<file path="config.mk">
export PLATFORM = sky130hd
export DESIGN_NAME = button_reader
export DESIGN_NICKNAME = d
export VERILOG_FILES = /design/src/rtl/button_reader.sv
export SDC_FILE = /design/constraint.sdc
export NUM_CORES = 1
export LEC_CHECK = 0
export ABC_AREA = 0
export CORE_MARGIN = 2
export CORE_UTILIZATION = 47
export DETAILED_ROUTE_END_ITERATION = 6
export PLACE_DENSITY = 0.81
export SYNTH_ARGS = -nofsm -noshare
export SYNTH_HDL_FRONTEND = slang
export SYNTH_SLANG_ARGS = --single-unit
</file>
<file path="constraint.sdc">
create_clock -name clock -period 3.4 [get_ports clock]
set_clock_uncertainty 0.05 [all_clocks]
set_input_delay 0.34 -clock clock [delete_from_list [all_inputs] [get_ports clock]]
set_output_delay 0.34 -clock clock [all_outputs]
set_load 0.01 [all_outputs]
</file>
<file path="src/rtl/button_reader.sv">
`default_nettype none
// ============================================================================
//  Module      : button_reader
//  Description : Four-button input port. Synchronizes and debounces the raw
//                buttons, turns stable presses into colour events and queues
//                them in a small FIFO that the processor pops with a load
//                from BTN_ADDR and flushes with a store of 1 to BTN_ADDR.
//  Revision    : 1.0 - initial release
// ============================================================================
module button_reader #(
    parameter int          DEBOUNCE_CYCLES = 16,
    parameter int          DEPTH           = 4,
    parameter logic [11:0] BTN_ADDR        = 12'd7
) (
    input  logic                     clock,
    input  logic                     reset,
    input  logic [3:0]               btn,
    input  logic [11:0]              mem_addr,
    input  logic                     mem_ren,
    input  logic                     mem_wen,
    input  logic [31:0]              mem_wdata,
    output logic                     hit,
    output logic [31:0]              data_out,
    output logic [$clog2(DEPTH):0]   count,
    output logic                     overflow,
    output logic [3:0]               pressed
);

    localparam int              c_AW      = $clog2(DEPTH);
    localparam logic [7:0]      c_CNT_MAX = 8'(DEBOUNCE_CYCLES - 1);
    localparam logic [c_AW:0]   c_FULL    = (c_AW + 1)'(DEPTH);

    logic [3:0]      r_sync1;
    logic [3:0]      r_sync2;
    logic [3:0]      w_stable;
    logic [3:0]      r_stable_d;
    logic [3:0]      w_rise;
    logic            w_push;
    logic            w_multi;
    logic [1:0]      w_code;
    logic            w_pop;
    logic            w_flush;
    logic            w_full;
    logic            w_wr;
    logic            w_drop;
    logic [1:0]      r_mem [DEPTH];
    logic [c_AW-1:0] r_wr_ptr;
    logic [c_AW-1:0] r_rd_ptr;
    logic [c_AW:0]   r_count;
    logic            r_overflow;
    logic            w_unused_wdata;

    // Only bit 0 of a store carries meaning (flush request).
    assign w_unused_wdata = ^mem_wdata[31:1];

    // Two-flop synchronizer on every raw button line.
    always_ff @(posedge clock or negedge reset) begin
        if (!reset) begin
            r_sync1 <= '0;
            r_sync2 <= '0;
        end else begin
            r_sync1 <= btn;
            r_sync2 <= r_sync1;
        end
    end

    genvar gi;
    generate
        for (gi = 0; gi < 4; gi++) begin : g_debounce
            logic [7:0] r_cnt;
            logic       r_level;

            // Accept a new level only after it has differed for DEBOUNCE_CYCLES edges.
            always_ff @(posedge clock or negedge reset) begin
                if (!reset) begin
                    r_cnt   <= '0;
                    r_level <= 1'b0;
                end else if (r_sync2[gi] != r_level) begin
                    if (r_cnt == c_CNT_MAX) begin
                        r_level <= r_sync2[gi];
                        r_cnt   <= '0;
                    end else begin
                        r_cnt <= r_cnt + 8'd1;
                    end
                end else begin
                    r_cnt <= '0;
                end
            end

            assign w_stable[gi] = r_level;
        end
    endgenerate

    // Delayed copy of the stable levels for rising-edge (press) detection.
    always_ff @(posedge clock or negedge reset) begin
        if (!reset) begin
            r_stable_d <= '0;
        end else begin
            r_stable_d <= w_stable;
        end
    end

    assign w_rise = w_stable & ~r_stable_d;

    // Lowest-index press wins; any additional simultaneous press is a drop.
    always_comb begin
        w_code = 2'd0;
        for (int i = 3; i >= 0; i--) begin
            if (w_rise[i]) begin
                w_code = 2'(i);
            end
        end
        w_push  = |w_rise;
        w_multi = |(w_rise & (w_rise - 4'd1));
    end

    assign hit     = (mem_addr == BTN_ADDR);
    assign w_pop   = mem_ren & hit & (r_count != '0);
    assign w_flush = mem_wen & hit & mem_wdata[0];
    assign w_full  = (r_count == c_FULL);
    assign w_wr    = w_push & (~w_full | w_pop);
    assign w_drop  = w_push & w_full & ~w_pop;

    // Event FIFO; a flush overrides any push or pop in the same cycle.
    always_ff @(posedge clock or negedge reset) begin
        if (!reset) begin
            r_wr_ptr   <= '0;
            r_rd_ptr   <= '0;
            r_count    <= '0;
            r_overflow <= 1'b0;
            for (int i = 0; i < DEPTH; i++) begin
                r_mem[i] <= 2'd0;
            end
        end else if (w_flush) begin
            r_wr_ptr   <= '0;
            r_rd_ptr   <= '0;
            r_count    <= '0;
            r_overflow <= 1'b0;
        end else begin
            if (w_wr) begin
                r_mem[r_wr_ptr] <= w_code;
                r_wr_ptr        <= r_wr_ptr + c_AW'(1);
            end
            if (w_pop) begin
                r_rd_ptr <= r_rd_ptr + c_AW'(1);
            end
            if (w_wr && !w_pop) begin
                r_count <= r_count + (c_AW + 1)'(1);
            end else if (!w_wr && w_pop) begin
                r_count <= r_count - (c_AW + 1)'(1);
            end
            if (w_drop || w_multi) begin
                r_overflow <= 1'b1;
            end
        end
    end

    // Present the FIFO head as a valid-tagged colour word, zero when empty.
    always_comb begin
        data_out = '0;
        if (r_count != '0) begin
            data_out = {29'd0, r_mem[r_rd_ptr], 1'b1};
        end
    end

    assign count    = r_count;
    assign overflow = r_overflow;
    assign pressed  = w_stable;

endmodule
`default_nettype wire

</file>
==> results.yml <==
global_routing:
  grt_pass1_vias: 2036
  antenna_found_initial: 0
  overflow: 0
  grt_max_degree: 49
  track_usage_pct: 15.2
  grt_pass1_wl_um: 8750
floorplanning:
  die_width_um: 86.3
  design.portCount: 93
  rows: 29
  start_util_pct: 49.2
  die_h_um: 86.3
  core_sq_mm: 0.00646
  die_area_sq_mm: 0.00744
drt:
  vias: 2041
  drc: 0
  vias_per_cell: 4.98
  drt-total-wl_um: 5040
  firstDrtPassIters: 4
  drtIter0Drc: 75
  drtAntennaViolNets: 0
  wire_per_inst_um: 12.3
clock_tree:
  cts_buffers: 9
  h-tree-depth: 3
  root_buffer: "clkbuf_8"
  ctsLongestPathBuffers: 2
  clock-sinks: 64
  cts_tree: "yes"
  path_clk_slew_ns: 0.07
  cts_resized: 0
  clk_latency_ns: 0.33
  cts_setup_buffers: 0
  holdBufCountCts: 0
setup_path:
  cp_num_buf_inv: 1
  path_delay_family: "simple AND/OR/NAND/NOR gates"
  path_max_fanout: 6
  cp_slowest_cell: "or4b_4"
  cp.required_ns: 3.57
  max_stage_delay_ns: 0.56
  cp-end-kind: "flop"
  crit_type: "in -> reg"
  cp_data_arrival_time_ns: 2.85
  crit_chain: "clkdlybuf4s50_1 > or4b_4 > nor4_4 > or2_1 > nor2_1 > fa_1 > nor4_1 > o21ai_0 > o311a_1"
  crit_path_start_kind: "primary input"
sta:
  setup_viol: 0
  fmax_mhz: 373
  slew_headroom_pct: 32.2
  fin_crit_sh_pct: 78.8
  hold_ws_ns: 0.132
  fin_tns_setup_ns: 0
  worstMarginPinSlew_ns: 1.02
  period_minus_slack_ns: 2.68
  hold_viol: 0
  drv_slew: 0
  layout_setup_ws_ns: 0.721
  rsz0062_at_grt: "no"
layout:
  area_growth_pct: 15.7
  stdcell_count: 410
  fillers: 549
  finalInstanceArea_sq_mm: 0.00368
  fin_nets: 389
  fin_util_pct: 57.0
  layout-drive-gt1-share_pct: 10.5
  antenna_cells: 0
power_and_ir_drop:
  ir_worst_vdd_mv: 0.330
  leakagePower_nw: 1.75
  power.density_mw_per_mm2: 427
  power_mw: 1.57
synth:
  syn_area_per_cell_sq_um: 11.0
  synth-simple-area-share_pct: 18.6
  synth-edff-count: 0
  netlist_instances: 289
  synth_compound_area_share_pct: 3.27
  synth.ff_latch_count: 64
  ys_seq_area_share_pct: 50.4
  ys.warnings.count: 0
  synthMuxAreaShare_pct: 5.66
  yosysUniqueCellTypes: 40
  synthArstFlopShare_pct: 100
  synthAdderAreaFrac_pct: 3.78
  synth_top_family_by_area: "simple AND/OR/NAND/NOR gates"
  synth_xor_area_share_pct: 9.64
  ys_dominant_reg_cell: "dfrtp_1"
  synth_area_sq_mm: 0.00318
placement:
  dp_cells: 394
  gp_congestion: 0.807
  place_area_sq_mm: 0.00346
  io_buffers: 32
  dp_hpwl_um: 3740
  pre_cts_slack_ns: 0.375
run:
  cap_violations: 0
run_status:
  status: "completed"
worst_hold_path:
  hold_class: "in -> async"
final timing paths:
kind                                                    endpoint  slack, ns                         startpoint  cells after the start
worst min register to register              r_sync2[2]$_DFF_PN0_       0.30               r_sync1[2]$_DFF_PN0_                      0
worst max-delay path                        count[2]$_DFFE_PN0P_       0.72                        mem_addr[5]                      9
max in group asynchronous       g_debounce[2].r_cnt[0]$_DFF_PN0_       2.36                              reset                      2
min in group clock                          r_sync2[2]$_DFF_PN0_       0.30               r_sync1[2]$_DFF_PN0_                      0
worst min-delay path                     r_rd_ptr[1]$_DFFE_PN0P_       0.13                              reset                      1
worst max register to register              count[2]$_DFFE_PN0P_       0.92  g_debounce[2].r_level$_DFFE_PN0P_                      9
power breakdown:
group | internal [mW] | leakage [nW] | switching [mW]
sequential | 0.779 | 0.850 | 0.0149
combinational | 0.0377 | 0.789 | 0.0491
clock | 0.418 | 0.113 | 0.272
logic make-up (layout without fill, tap and decap cells):
logic type,Yosys count,in the layout
AO/OA/AOI/OAI,14,14
XOR/XNOR,35,35
adder cells (fa/ha/maj),9,9
buffers and inverters,39,55
flip-flops,64,64
multiplexers,14,14
other,1,29
AND/OR/NAND/NOR,113,113
sequential cells by signal, summed over array words and instances, names as in the netlist:
name / cells
r_sync1: 4
overflow: 1
g_debounce.r_cnt: 32
g_debounce.r_level: 4
r_mem: 8
r_rd_ptr: 2
r_sync2: 4
r_wr_ptr: 2
r_stable_d: 4
count: 3
per-layer routing:
layer | vias to the layer above | GRT usage [%] | part of all wire, %
li1 | 983 | - | -
met1 | 996 | 19.1 | 44
met2 | 51 | 24.7 | 49
met3 | 11 | 3.52 | 4.7
met4 | 0 | 7.67 | 2.2
met5 | - | 0 | 0
synth_stat cells, types with 6 or more instances:
cell type	instances	area share (%)
and2_1	7	1.4
nor4_1	6	1.2
xnor2_1	14	3.9
nand2_1	17	2.0
and3_1	14	2.8
nand3_1	13	2.0
dfrtp_1	64	50
ha_1	8	3.1
xor2_1	21	5.8
mux2_1	8	2.8
nor2_1	37	4.4
buf_4	33	7.8
worst register-to-register path, delay by kind of cell, from the launching register on:
family,cells,cell delay (ns)
fa+ha+maj,1,0.40
flops,1,0.46
compound gates,2,0.23
buf+inv,1,0.18
simple gates,5,1.04
layout make-up:
type	instances	area [sq um]	share of cell area, %
flip-flops and latches	64	1600	43.5
clock buffers	14	183	4.96
well taps	77	96.3	2.62
clock inverters	2	35.0	0.952
inverters	4	15.0	0.408
repair buffers	35	338	9.18
multi-input cells	214	1410	38.4
cell usage in the layout, fill, tap and decap left out, types with 2 or more instances in the layout:
master / synthesis / final
and3_1: 14 / 14
xnor2_1: 14 / 14
xor2_1: 21 / 21
and2_1: 7 / 7
buf_4: 33 / 3
inv_1: 4 / 4
ha_1: 8 / 8
o21ai_0: 2 / 2
nor2b_1: 4 / 4
clkbuf_8: 0 / 13
o31ai_1: 2 / 2
a21oi_1: 4 / 4
mux4_2: 2 / 2
clkdlybuf4s50_1: 0 / 31
dfrtp_1: 64 / 64
conb_1: 1 / 29
mux2_2: 4 / 4
nand2_1: 17 / 17
or2_2: 4 / 4
nand3_1: 13 / 13
mux2_1: 8 / 8
nor2_1: 37 / 37
nor3_1: 2 / 2
nor4_1: 6 / 6
Power figures use the tool's default switching activity.
